`src/rtl/sram_ctrl_pkg.sv`:
```
// Shared bus definitions for the SRAM window responder: bus widths,
// access-size encodings and small helpers for decoding an access.
package sram_ctrl_pkg;

    localparam int XLEN        = 32;
    localparam int BUS_WIDTH   = 32;
    localparam int BUS_ACC_CNT = 4;
    localparam int ACC_W       = $clog2(BUS_ACC_CNT);
    localparam int SRAM_SIZE   = 4096;

    // Access-size encodings shared with the interconnect and other slaves.
    typedef enum logic [ACC_W-1:0] {
        BUS_ACC_1B  = 2'd0,
        BUS_ACC_2B  = 2'd1,
        BUS_ACC_4B  = 2'd2,
        BUS_ACC_ILL = 2'd3
    } bus_acc_e;

    // An access is illegal if its size is unknown or it is not naturally aligned.
    function automatic logic acc_illegal(input logic [ACC_W-1:0] acc,
                                         input logic [1:0]       addr_lo);
        case (acc)
            BUS_ACC_1B: return 1'b0;
            BUS_ACC_2B: return addr_lo[0];
            BUS_ACC_4B: return addr_lo != 2'b00;
            default:    return 1'b1;
        endcase
    endfunction

    // Index of the last byte cycle (N-1) for a given access size.
    function automatic logic [1:0] acc_last_idx(input logic [ACC_W-1:0] acc);
        case (acc)
            BUS_ACC_2B: return 2'd1;
            BUS_ACC_4B: return 2'd3;
            default:    return 2'd0;
        endcase
    endfunction

endpackage

```
`src/rtl/sram_ctrl_if.sv`:
```
// Femto bus req/resp channel between the interconnect and a bus slave.
interface sram_ctrl_if;
    import sram_ctrl_pkg::*;

    logic                 s_req;
    logic [XLEN-1:0]      s_addr;
    logic                 s_w_rb;
    logic [ACC_W-1:0]     s_acc;
    logic [BUS_WIDTH-1:0] s_wdata;
    logic                 s_resp;
    logic [BUS_WIDTH-1:0] s_rdata;
    logic                 s_fault;

    modport master (
        output s_req, s_addr, s_w_rb, s_acc, s_wdata,
        input  s_resp, s_rdata, s_fault
    );

    modport slave (
        input  s_req, s_addr, s_w_rb, s_acc, s_wdata,
        output s_resp, s_rdata, s_fault
    );

endinterface

```
`src/rtl/sram_ctrl.sv`:
```
// SRAM window responder: splits each bus access into byte cycles on an
// external 8-bit asynchronous SRAM, each lasting WAIT_CYCLES+1 clocks.
module sram_ctrl
    import sram_ctrl_pkg::*;
#(
    parameter int ADDR_W      = $clog2(SRAM_SIZE),
    parameter int WAIT_CYCLES = 2
) (
    input  logic              clk,
    input  logic              rst,
    sram_ctrl_if.slave        bus,
    output logic [ADDR_W-1:0] sram_addr,
    output logic [7:0]        sram_dq_o,
    input  logic [7:0]        sram_dq_i,
    output logic              sram_dq_oe,
    output logic              sram_ce_n,
    output logic              sram_oe_n,
    output logic              sram_we_n
);

    typedef enum logic [1:0] {ST_IDLE, ST_ACCESS, ST_DONE} state_e;

    localparam logic [3:0] WAIT_LOAD = 4'(WAIT_CYCLES);

    state_e               state_q, state_d;
    logic [ADDR_W-1:0]    addr_q, addr_d;
    logic                 w_rb_q, w_rb_d;
    logic [1:0]           last_q, last_d;
    logic [BUS_WIDTH-1:0] wdata_q, wdata_d;
    logic [1:0]           byte_idx_q, byte_idx_d;
    logic [3:0]           wait_q, wait_d;
    logic [BUS_WIDTH-1:0] rdata_q, rdata_d;

    // Next values of the registered outputs.
    logic                 resp_d, fault_d;
    logic [BUS_WIDTH-1:0] s_rdata_d;
    logic [ADDR_W-1:0]    sram_addr_d;
    logic [7:0]           dq_o_d;
    logic                 dq_oe_d, ce_n_d, oe_n_d, we_n_d;

    // Upper address bits are decoded by the interconnect, not here.
    logic unused_addr_hi;
    assign unused_addr_hi = ^bus.s_addr[XLEN-1:ADDR_W];

    // Next-state, datapath and pin decisions for the coming clock.
    always_comb begin
        // NOTE: every variable gets a default first so no path leaves one unassigned (no latches).
        state_d     = state_q;
        addr_d      = addr_q;
        w_rb_d      = w_rb_q;
        last_d      = last_q;
        wdata_d     = wdata_q;
        byte_idx_d  = byte_idx_q;
        wait_d      = wait_q;
        rdata_d     = rdata_q;
        resp_d      = 1'b0;
        fault_d     = 1'b0;
        s_rdata_d   = '0;
        sram_addr_d = sram_addr;
        dq_o_d      = sram_dq_o;
        dq_oe_d     = 1'b0;
        ce_n_d      = 1'b1;
        oe_n_d      = 1'b1;
        we_n_d      = 1'b1;

        case (state_q)
            ST_IDLE: begin
                if (bus.s_req) begin
                    addr_d     = bus.s_addr[ADDR_W-1:0];
                    w_rb_d     = bus.s_w_rb;
                    last_d     = acc_last_idx(bus.s_acc);
                    wdata_d    = bus.s_wdata;
                    byte_idx_d = 2'd0;
                    wait_d     = WAIT_LOAD;
                    rdata_d    = '0;
                    if (acc_illegal(bus.s_acc, bus.s_addr[1:0])) begin
                        state_d = ST_DONE;
                        resp_d  = 1'b1;
                        fault_d = 1'b1;
                    end else begin
                        // First byte cycle drives the pins from the accepting edge.
                        state_d     = ST_ACCESS;
                        sram_addr_d = bus.s_addr[ADDR_W-1:0];
                        dq_o_d      = bus.s_wdata[7:0];
                        ce_n_d      = 1'b0;
                        oe_n_d      = bus.s_w_rb;
                        we_n_d      = !bus.s_w_rb;
                        dq_oe_d     = bus.s_w_rb;
                    end
                end
            end

            ST_ACCESS: begin
                ce_n_d  = 1'b0;
                oe_n_d  = w_rb_q;
                dq_oe_d = w_rb_q;
                if (wait_q != 4'd0) begin
                    wait_d = wait_q - 4'd1;
                    // Release write enable for the final clock so address/data are held past its rise.
                    we_n_d = !(w_rb_q && (wait_d != 4'd0));
                end else begin
                    if (!w_rb_q) begin
                        rdata_d[{byte_idx_q, 3'b000} +: 8] = sram_dq_i;
                    end
                    if (byte_idx_q == last_q) begin
                        state_d   = ST_DONE;
                        resp_d    = 1'b1;
                        s_rdata_d = w_rb_q ? '0 : rdata_d;
                        ce_n_d    = 1'b1;
                        oe_n_d    = 1'b1;
                        dq_oe_d   = 1'b0;
                    end else begin
                        byte_idx_d  = byte_idx_q + 2'd1;
                        wait_d      = WAIT_LOAD;
                        sram_addr_d = addr_q + ADDR_W'(byte_idx_d);
                        dq_o_d      = wdata_q[{byte_idx_d, 3'b000} +: 8];
                        we_n_d      = !w_rb_q;
                    end
                end
            end

            ST_DONE: state_d = ST_IDLE;

            default: state_d = ST_IDLE;
        endcase
    end

    // State and registered outputs, with synchronous reset to the idle pin levels.
    always_ff @(posedge clk) begin
        // NOTE: clocked state uses non-blocking assignments so all registers update from the same pre-edge values.
        if (rst) begin
            state_q     <= ST_IDLE;
            bus.s_resp  <= 1'b0;
            bus.s_fault <= 1'b0;
            bus.s_rdata <= '0;
            sram_addr   <= '0;
            sram_dq_o   <= '0;
            sram_dq_oe  <= 1'b0;
            sram_ce_n   <= 1'b1;
            sram_oe_n   <= 1'b1;
            sram_we_n   <= 1'b1;
        end else begin
            state_q     <= state_d;
            bus.s_resp  <= resp_d;
            bus.s_fault <= fault_d;
            bus.s_rdata <= s_rdata_d;
            sram_addr   <= sram_addr_d;
            sram_dq_o   <= dq_o_d;
            sram_dq_oe  <= dq_oe_d;
            sram_ce_n   <= ce_n_d;
            sram_oe_n   <= oe_n_d;
            sram_we_n   <= we_n_d;
        end
    end

    // Transaction datapath: latched request, byte index, wait counter, read assembly.
    always_ff @(posedge clk) begin
        // NOTE: no reset here; every field is loaded on acceptance before anything reads it.
        addr_q     <= addr_d;
        w_rb_q     <= w_rb_d;
        last_q     <= last_d;
        wdata_q    <= wdata_d;
        byte_idx_q <= byte_idx_d;
        wait_q     <= wait_d;
        rdata_q    <= rdata_d;
    end

endmodule

```
`src/flat_wrapper.sv`:
```
// flat-port wrapper written by rule: the top's interface ports become plain ports
module sram_ctrl_flat import sram_ctrl_pkg::*;
#(
    parameter int ADDR_W      = $clog2(SRAM_SIZE),
    parameter int WAIT_CYCLES = 2
)
  (clk, rst, sram_addr, sram_dq_o, sram_dq_i, sram_dq_oe, sram_ce_n, sram_oe_n, sram_we_n, bus_s_req, bus_s_addr, bus_s_w_rb, bus_s_acc, bus_s_wdata, bus_s_resp, bus_s_rdata, bus_s_fault);
  sram_ctrl_if bus_i ();
  input  logic clk;
  input  logic rst;
  output logic [ADDR_W-1:0] sram_addr;
  output logic [7:0] sram_dq_o;
  input  logic [7:0] sram_dq_i;
  output logic sram_dq_oe;
  output logic sram_ce_n;
  output logic sram_oe_n;
  output logic sram_we_n;
  input wire logic [$bits(bus_i.s_req)-1:0] bus_s_req;
  input wire logic [$bits(bus_i.s_addr)-1:0] bus_s_addr;
  input wire logic [$bits(bus_i.s_w_rb)-1:0] bus_s_w_rb;
  input wire logic [$bits(bus_i.s_acc)-1:0] bus_s_acc;
  input wire logic [$bits(bus_i.s_wdata)-1:0] bus_s_wdata;
  output wire logic [$bits(bus_i.s_resp)-1:0] bus_s_resp;
  output wire logic [$bits(bus_i.s_rdata)-1:0] bus_s_rdata;
  output wire logic [$bits(bus_i.s_fault)-1:0] bus_s_fault;
  assign bus_i.s_req = bus_s_req;
  assign bus_i.s_addr = bus_s_addr;
  assign bus_i.s_w_rb = bus_s_w_rb;
  assign bus_i.s_acc = bus_s_acc;
  assign bus_i.s_wdata = bus_s_wdata;
  assign bus_s_resp = bus_i.s_resp;
  assign bus_s_rdata = bus_i.s_rdata;
  assign bus_s_fault = bus_i.s_fault;
  sram_ctrl #(.ADDR_W(ADDR_W), .WAIT_CYCLES(WAIT_CYCLES)) u_core (.clk(clk), .rst(rst), .bus(bus_i), .sram_addr(sram_addr), .sram_dq_o(sram_dq_o), .sram_dq_i(sram_dq_i), .sram_dq_oe(sram_dq_oe), .sram_ce_n(sram_ce_n), .sram_oe_n(sram_oe_n), .sram_we_n(sram_we_n));
endmodule
```
`config.mk`:
```
export PLATFORM = sky130hd
export DESIGN_NAME = sram_ctrl_flat
export DESIGN_NICKNAME = d
export VERILOG_FILES = /design/src/rtl/sram_ctrl_pkg.sv /design/src/rtl/sram_ctrl_if.sv /design/src/rtl/sram_ctrl.sv /design/src/flat_wrapper.sv
export SDC_FILE = /design/constraint.sdc
export NUM_CORES = 1
export LEC_CHECK = 0
export ABC_AREA = 1
export CAP_MARGIN = 30
export CORE_MARGIN = 4
export CORE_UTILIZATION = 57
export CTS_BUF_LIST = sky130_fd_sc_hd__clkbuf_4 sky130_fd_sc_hd__clkbuf_8 sky130_fd_sc_hd__clkbuf_16
export CTS_CLUSTER_SIZE = 8
export DETAILED_ROUTE_END_ITERATION = 6
export DONT_BUFFER_PORTS = 1
export PLACE_DENSITY = 0.86
export SLEW_MARGIN = 10
export SYNTH_ARGS = -nofsm -noshare
export SYNTH_HDL_FRONTEND = slang
export SYNTH_SLANG_ARGS = --single-unit
```
`constraint.sdc`:
```
create_clock -name clk -period 2.1 [get_ports clk]
set_clock_uncertainty 0.1 [all_clocks]
set_input_delay 0.525 -clock clk [delete_from_list [all_inputs] [get_ports clk]]
set_output_delay 0.525 -clock clk [all_outputs]
set_load 0.01 [all_outputs]
```
Word level (Yosys, flattened, before mapping)
Cells that the tools add are included.

Bitwise logic cells: 3. Equality and inequality tests: 10. Reduce and logical (&&, ||, !) cells: 18. Shift operators: 3. Add/sub/neg operators: 4. Multiplexer cells: 54.

Operators with widths (count): 32-bit 2-to-1 mux (3); 32-bit one-hot mux with 2 select lines (1); 12-bit 2-to-1 mux (4); 32-bit bitwise mux (1); 8-bit 2-to-1 mux (4); 8-bit by 7-bit variable shift with 32-bit output, first input constant (1); 32-bit by 6-bit variable part select with 8-bit output (1); 8-bit by 7-bit variable part select with 32-bit output (1); 12-bit one-hot mux with 2 select lines (1); 1-bit 2-to-1 mux (19); 8-bit one-hot mux with 2 select lines (1); 2-bit 2-to-1 mux (7); 12-bit by 2-bit adder with 12-bit output (1); 4-bit 2-to-1 mux (3); 2-bit one-hot mux with 2 select lines (3); 1-bit one-hot mux with 2 select lines (5); 3-bit AND reduction (3); 2-bit inequality test, second input constant (4); 4-bit one-hot mux with 2 select lines (1); 4-bit nonzero test (2); 5-bit negation with 7-bit output (1); 5-bit AND reduction (1); 5-bit OR reduction (1); 2-bit by 1-bit equality test with 1-bit output, second input constant (2); 15 further kinds (21).

Output and inout port bits: 58. Logic and storage cells: 109. Register bits: 145.

Depth between registers and ports, before layout
Gate-level depths: netlist of the first run.

Depth after elaboration: 7. Depth in mapped cells: 14. Mapped depth without buffers: 11.

Worst setup path before layout of the first run
Ideal clock, no wire load.

Path kind: register to register. Start: register u_core.byte_idx_q[0]. End: register u_core.sram_addr[4]. Required time: 1.930 ns. Stages on the path, launching flop included: 13. Arrival time: 2.089 ns. Period minus slack after synthesis: 2.259 ns. Setup slack: -0.159 ns. Cells stage by stage: edfxtp_1 > buf_6 > inv_4 > buf_2 > ha_1 > fa_1 > nand2_1 > nor2_1 > a21oi_1 > o21ai_0 > nand2_1 > nand2_1 > a21oi_1.

Word-level cells in the longest chain between the ends: 5.

RTL lines: start, declared (line sram_ctrl.sv:30) `logic [1:0] byte_idx_q, byte_idx_d;`; start signal, assigned (line sram_ctrl.sv:163) `byte_idx_q <= byte_idx_d;`; 2-bit by 1-bit adder with 2-bit output (line sram_ctrl.sv:113) `byte_idx_d = byte_idx_q + 2'd1;`; 12-bit by 2-bit adder with 12-bit output (line sram_ctrl.sv:115) `sram_addr_d = addr_q + ADDR_W'(byte_idx_d);`; 12-bit 2-to-1 mux (line sram_ctrl.sv:105) `if (byte_idx_q == last_q) begin`; 12-bit 2-to-1 mux (line sram_ctrl.sv:97) `if (wait_q != 4'd0) begin`; 12-bit one-hot mux with 2 select lines (line sram_ctrl.sv:66) `case (state_q)`; end signal, assigned (line sram_ctrl.sv:147) `sram_addr <= sram_addr_d;`; end, declared (line sram_ctrl.sv:12) `output logic [ADDR_W-1:0] sram_addr,`.

Several ways; a longest one is shown, not always the timed one. The select of a mux whose other input is x is not followed. A chain may end at the register's enable or synchronous reset.

Worst setup path in the final report of the first run
Start: register u_core.byte_idx_q[0]. End: register u_core.sram_addr[5].

The elaborated chain is that of the path after synthesis.

==> run_results.csv, run 1 <==
group,metric,value,unit
synthesis,synth-seq-cells,145,
clock_network,post_cts_buffers,0,
drt,top_layer,"met4",
global_route,overflow,0,
synthesis,synthCells,679,
drt,first_pass_iters,6,
synthesis,syn_area_per_cell,9.07,sq um
clock_network,clk_latency,0.54,ns
sta,layout_min_cycle_time,2.03,ns
min_path,worstHoldStart,"rst",
critical_path,crit_arrival,2.39,ns
synthesis,synth-async-reset-ratio,0,%
flow_run,maxCapViolations,0,
global_route,grt_pass1_wl,25300,microns
global_route,grt_max_degree,38,
clock_network,cts_htree_levels,4,
sta,finalSetupViolCount,0,
synthesis,synth_edf_count,85,
synthesis,ys_seq_area_share,61.0,%
floorplanning,initial_core_util,59.1,%
drt,viasPerCell,5.72,
floorplanning,core,0.0104,sq mm
placed_design,dpl.hpwl,9580,microns
sta,hold_viol,0,
min_path,hold_depth,2,
clock_network,clock_path_buffers,2,
synthesis,ys_top_cells_by_area,"edfxtp_1 41%, dfxtp_1 20%, nor2_1 9.2%",
synthesis,synth_largest_area_cell,"edfxtp_1",
floorplanning,die_w,112,microns
sta,worstMarginPinSlew,0.577,ns
finish,fin_nets,828,
drt,met1Wirelength,5600,microns
synthesis,yosys_warnings,0,
global_route,grt_use_total,25.5,%
pwr,combPwrFrac,16.6,%
placed_design,gp_congestion,0.935,
drt,initialDrtViolationCount,508,
floorplanning,die_area,0.0125,sq mm
clock_network,cts-root-buf,"clkbuf_8",
finish,fill_cells,714,
finish,fin_cells,886,
drt,remaining_drc_errors,0,
sta,rsz0062_at_grt,"true",
sta,post-route-period-util,96.5,%
placed_design,place_inst,808,
drt,ant_nets,0,
drt,met3_length,1830,microns
synthesis,dominantRegCellSynth,"edfxtp_1",
synthesis,synth_top_area_share,41.5,%
sta,max_freq,493,MHz
drt,met2_length,8180,microns
finish,insertedDiodeCount,0,
synthesis,yosysMostFrequentCell,"nor2_1",
min_path,worstHoldEndpoint,"u_core.sram_oe_n$_SDFF_PP1_",
drt,drt_wl_total,16000,microns
critical_path,r2r-start,"u_core.byte_idx_q[0]$_SDFFCE_PN0P_",
pwr,powerDensity,1010,mW/mm^2
global_route,antenna_found_initial,0,
placed_design,io_buffers,0,
finish,syn_to_final_growth,20.6,%
clock_network,cts_sinks,145,
pwr,p_sw_share,28.6,%
pwr,clkPwrFrac,36.8,%
critical_path,worstPathRequired,2.46,ns
critical_path,r2r-end,"u_core.sram_addr[5]$_SDFFE_PP0P_",
critical_path,rrSetupSlack,0.07,ns
synthesis,yosys-top-cells-count,"151 x nor2_1, 128 x nand2_1, 93 x o21ai_0",
pwr,ir_worst_vdd,0.000972,V
synthesis,syn-cell-area,0.00616,sq mm
sta,setup_tns,0,ns
clock_network,cts_tree,"built",
sta,slew_violations,0,
synthesis,syn_nets,770,
clock_network,cts_buffers,17,
critical_path,cp-start-kind,"register",
min_path,hp-class,"in2reg",
drt,post_drt_wl_per_cell,18.1,microns
pwr,p_int,5.35,mW
pwr,sequentialPowerShare,46.6,%
drt,vias,5065,
pwr,p_sw,2.14,mW
critical_path,reg2reg_depth,11,
critical_path,end_kind,"register",
critical_path,path_class,"reg2reg",
sta,relSlewSlack,61.5,%
global_route,first_global_vias,5210,
floorplanning,core.rowCount,37,
floorplanning,io_pins,136,
critical_path,cp_max_fo,8,
clock_network,cts.clk_slew.worst_paths,0.06,ns
synthesis,synth.distinct_cells,30,
status,outcome,"completed",
pwr,p_leak,3.06,nW
floorplanning,die_h,112,microns
finish,drive_gt1_share,9.87,%
-- logic make-up (layout without fill, tap and decap cells) --
kind of cell / Yosys count / after routing / share of synthesized area, %
and+or+nand+nor: 308 / 308 / 19.8
DFF: 145 / 145 / 61.0
AOI/OAI and AO/OA: 112 / 112 / 9.25
buffers and inverters: 96 / 167 / 6.50
xor gates and xnor gates: 5 / 5 / 0.712
adders and majority gates: 13 / 13 / 2.76
-- per-stage QoR --
| step | hold slack [ns] | power (mW) | cell area, sq um | setup slack (ns) | utilization (%) |
|---|---|---|---|---|---|
| after floorplan | 0.387 | 4.29 | 6180 | 0.0163 | - |
| after global placement | 0.401 | 4.56 | 6380 | 0.177 | 61.3 |
| after detailed placement | 0.401 | 4.62 | 6380 | 0.0460 | 61.3 |
| after CTS | 0.0293 | 7.40 | 7380 | 0.0223 | 70.9 |
| after global routing | 0.0337 | 7.78 | 7420 | -0.0317 | 71.3 |
| final | 0.0395 | 7.49 | 7420 | 0.0730 | 71.3 |
-- cell usage in the layout (no fill, tap or decap), drive strengths merged --
master       instances
clkbuf              23
xor2                 3
nand3               19
a31oi                1
nand2              129
xnor2                2
dlygate4sd3         46
o31ai                1
ha                  12
a211oi               2
edfxtp              85
buf                 21
o21ai               95
a21oi               13
nand4                4
inv                 69
clkinvlp             1
nor3                 2
nor3b                1
clkinv               7
nor2               153
dfxtp               60
fa                   1
-- timing repair --
action                                 in CTS  in global routing
pin swaps                                   0                  0
setup endpoints to repair                   1                 65
endpoints found under the hold margin      56                  0
hold buffers                               46                  0
gates resized for setup                     1                 19
-- state kept, by name, summed over array words and instances, names as in the netlist, 4 cells and up --
signal and cells:
u_core.addr_q 12, u_core.bus.s_rdata 32, u_core.rdata_q 32, u_core.sram_addr 12
u_core.sram_dq_o 8, u_core.wait_q 4, u_core.wdata_q 32
-- layer usage --
metal  GRT usage (%)  vias up
met4            11.7        0
met1            27.3     2342
li1                -     2327
met5               0        -
met3            9.51       49
met2            44.8      347
-- worst max path at each step --
| stage | from | to | cells past startpoint |
|---|---|---|---|
| floorplan | u_core.state_q[1]$_SDFFE_PP0P_ | u_core.addr_q[0]$_DFFE_PP_ | 3 |
| global placement | u_core.byte_idx_q[1]$_SDFFCE_PN0P_ | u_core.sram_addr[7]$_SDFFE_PP0P_ | 10 |
| detailed placement | u_core.byte_idx_q[1]$_SDFFCE_PN0P_ | u_core.sram_addr[7]$_SDFFE_PP0P_ | 10 |
| CTS | u_core.byte_idx_q[1]$_SDFFCE_PN0P_ | u_core.sram_addr[4]$_SDFFE_PP0P_ | 10 |
| global route | u_core.byte_idx_q[0]$_SDFFCE_PN0P_ | u_core.rdata_q[1]$_SDFFCE_PN0P_ | 8 |
| finish | u_core.byte_idx_q[0]$_SDFFCE_PN0P_ | u_core.sram_addr[5]$_SDFFE_PP0P_ | 11 |
-- worst max-delay path, cell delays in order (launching register included) --
cell      delay [ns]
edfxtp_1        0.44
inv_4           0.11
ha_4            0.22
ha_1            0.27
nand3_1         0.12
nand2_4         0.15
nand2_1         0.07
nand2_1         0.07
nand3_1         0.08
nand2_1         0.08
nand2_1         0.07
a21oi_1         0.15
-- power by group through the flow --
stage | clock, mW | combinational, mW | sequential (mW)
finish | 2.75 | 1.25 | 3.49
global route | 2.89 | 1.39 | 3.50
CTS | 2.74 | 1.18 | 3.48
detailed placement | 0 | 1.09 | 3.53
global placement | 0 | 1.04 | 3.52
floorplan | 0 | 0.802 | 3.49
-- final cells by class --
class	count	area (sq um)	area share, %
clock buffers	23	483	6.50
clock inverters	9	56.3	0.758
inverters	68	258	3.47
multi-input cells	438	2050	27.7
flip-flops and latches	145	3750	50.6
well taps	136	170	2.29
repair buffers	67	651	8.76
(Power assumes the default switching activity.)
==> run 2: changes to the inputs <==
--- a/config.mk
+++ b/config.mk
@@ -8,12 +8,12 @@
 export ABC_AREA = 1
 export CAP_MARGIN = 30
 export CORE_MARGIN = 4
-export CORE_UTILIZATION = 57
+export CORE_UTILIZATION = 51
 export CTS_BUF_LIST = sky130_fd_sc_hd__clkbuf_4 sky130_fd_sc_hd__clkbuf_8 sky130_fd_sc_hd__clkbuf_16
 export CTS_CLUSTER_SIZE = 8
 export DETAILED_ROUTE_END_ITERATION = 6
 export DONT_BUFFER_PORTS = 1
-export PLACE_DENSITY = 0.86
+export PLACE_DENSITY = 0.8
 export SLEW_MARGIN = 10
 export SYNTH_ARGS = -nofsm -noshare
 export SYNTH_HDL_FRONTEND = slang
==> run 2 against run 1 <==
Compared with the run above: clock power rose by 12%; worst setup slack better by 0.023 ns; sequential cell count is the same; wire length down 13%; first-iteration DRC count decreased by 14%; global-route usage shrank 5.3 points; die area is 11% higher; highest routed layer unchanged.
==> run_results.csv, run 2 (same netlist as run 1, synthesis figures left out) <==
group,metric,value,unit
min_path,hp-class,"in2reg",
finish,reg_top3,"u_core.bus.s_rdata: 32 flops, u_core.rdata_q: 32 flops, u_core.wdata_q: 32 flops",
pwr,p_int,5.63,mW
drt,first_pass_iters,5,
clock_network,cts_buffers,17,
pwr,sequentialPowerShare,45.0,%
drt,viasPerCell,5.47,
drt,ant_nets,0,
drt,remaining_drc_errors,0,
placed_design,dpl.hpwl,9440,microns
finish,final_util,60.8,%
global_route,grt_max_degree,34,
global_route,grt_pass1_wl,22300,microns
clock_network,clk_latency,0.42,ns
critical_path,end_kind,"register",
pwr,p_sw_share,27.2,%
critical_path,cp_max_fo,28,
pwr,p_leak,2.90,nW
finish,syn_to_final_growth,14.8,%
sta,relSlewSlack,57.6,%
floorplanning,die_h,118,microns
placed_design,io_buffers,0,
critical_path,reg2reg_depth,11,
sta,finalSetupViolCount,0,
floorplanning,core,0.0116,sq mm
sta,slew_violations,0,
pwr,ir_worst_vdd,0.000616,V
critical_path,path_class,"reg2reg",
clock_network,cts.clk_slew.worst_paths,0.06,ns
finish,mostFrequentLayoutCells,"148 x nor2_1, 123 x nand2_1, 90 x o21ai_0",
finish,final_common_cell,"nor2_1",
floorplanning,die_w,118,microns
finish,drive_gt1_share,10.4,%
critical_path,worstPathRequired,2.36,ns
global_route,first_global_vias,4565,
sta,worstMarginPinSlew,0.636,ns
clock_network,holdBufCountCts,0,
sta,finalWorstSetupSlack,0.0961,ns
finish,insertedDiodeCount,0,
drt,vias,4624,
status,outcome,"completed",
flow_run,maxCapViolations,0,
drt,post_drt_wl_per_cell,16.5,microns
floorplanning,die_area,0.0139,sq mm
critical_path,cp-start-kind,"register",
min_path,hold_depth,1,
drt,initialDrtViolationCount,439,
placed_design,gp_congestion,0.917,
global_route,antenna_found_initial,0,
sta,layout_min_cycle_time,2.00,ns
sta,post-route-period-util,95.4,%
finish,fin_nets,780,
clock_network,cts_sinks,145,
clock_network,cts_htree_levels,4,
floorplanning,initial_core_util,53.0,%
clock_network,clock_path_buffers,2,
sta,hold_viol,0,
floorplanning,io_pins,136,
pwr,combPwrFrac,15.0,%
pwr,p_sw,2.10,mW
sta,rsz0062_at_grt,"true",
floorplanning,core.rowCount,39,
critical_path,crit_arrival,2.26,ns
placed_design,dp_slack,0.0308,ns
clock_network,cts-root-buf,"clkbuf_16",
pwr,clkPwrFrac,40.0,%
global_route,overflow,0,
pwr,powerDensity,1090,mW/mm^2
drt,drt_wl_total,14000,microns
clock_network,cts_tree,"built",
global_route,grt_use_total,20.2,%
sta,max_freq,499,MHz
-- run 2: worst max-delay path, stage by stage (launching register included) --
cell,delay [ns]
edfxtp_1,0.42
inv_4,0.07
buf_12,0.17
ha_4,0.18
fa_2,0.42
nand2_4,0.10
nor2_4,0.05
a21oi_1,0.11
o21ai_1,0.09
nand2_1,0.06
nand2_1,0.05
a21oi_2,0.12
-- run 2: cell type report --
| class | count | area (sq um) |
|---|---|---|
| clock inverter | 12 | 156 |
| timing repair buffer | 19 | 200 |
| clock buffer | 20 | 454 |
| tap | 143 | 179 |
| multi-input combinational | 438 | 2060 |
| fill | 962 | 4550 |
| sequential | 145 | 3750 |
| inverter | 68 | 260 |
-- run 2: final timing paths --
kind / end / start / slack (ns)
setup / recovery: u_core.sram_addr[4]$_SDFFE_PP0P_ / u_core.byte_idx_q[0]$_SDFFCE_PN0P_ / 0.1
hold / removal: u_core.sram_addr[11]$_SDFFE_PP0P_ / rst / 0.07
setup reg to reg: u_core.sram_addr[4]$_SDFFE_PP0P_ / u_core.byte_idx_q[0]$_SDFFCE_PN0P_ / 0.1
hold reg to reg: u_core.sram_addr[11]$_SDFFE_PP0P_ / u_core.sram_addr[11]$_SDFFE_PP0P_ / 0.41
-- run 2: power groups by stage --
stage | Combinational, mW | Sequential (mW) | Clock, mW
floorplan | 0.802 | 3.49 | 0
global placement | 1.05 | 3.52 | 0
detailed placement | 1.10 | 3.53 | 0
CTS | 1.11 | 3.47 | 3.13
global route | 1.30 | 3.50 | 3.28
finish | 1.16 | 3.48 | 3.09
-- run 2: per-stage QoR --
stage	std cells	hold WS [ns]	TNS (ns)	cell area [sq um]	power [mW]
floorplan	679	0.387	0	6180	4.29
global placement	813	0.399	0	6400	4.57
detailed placement	813	0.405	0	6400	4.63
CTS	845	0.0486	0	7010	7.72
global route	845	0.0458	-0.0991	7070	8.08
finish	845	0.0667	0	7070	7.73
-- run 2: what timing repair did --
| action | CTS | global route |
|---|---|---|
| pin swaps | 0 | 1 |
| resized for setup | 1 | 19 |
| setup buffers | 0 | 0 |
| setup endpoints to repair | 1 | 51 |
-- run 2: routing by layer --
layer	GRT usage (%)	vias to the layer above	routed length (microns)
met5	0	-	0
met2	32.6	208	6790
met4	9.74	0	355
met3	8.41	31	1460
li1	-	2223	-
met1	23.3	2162	5380
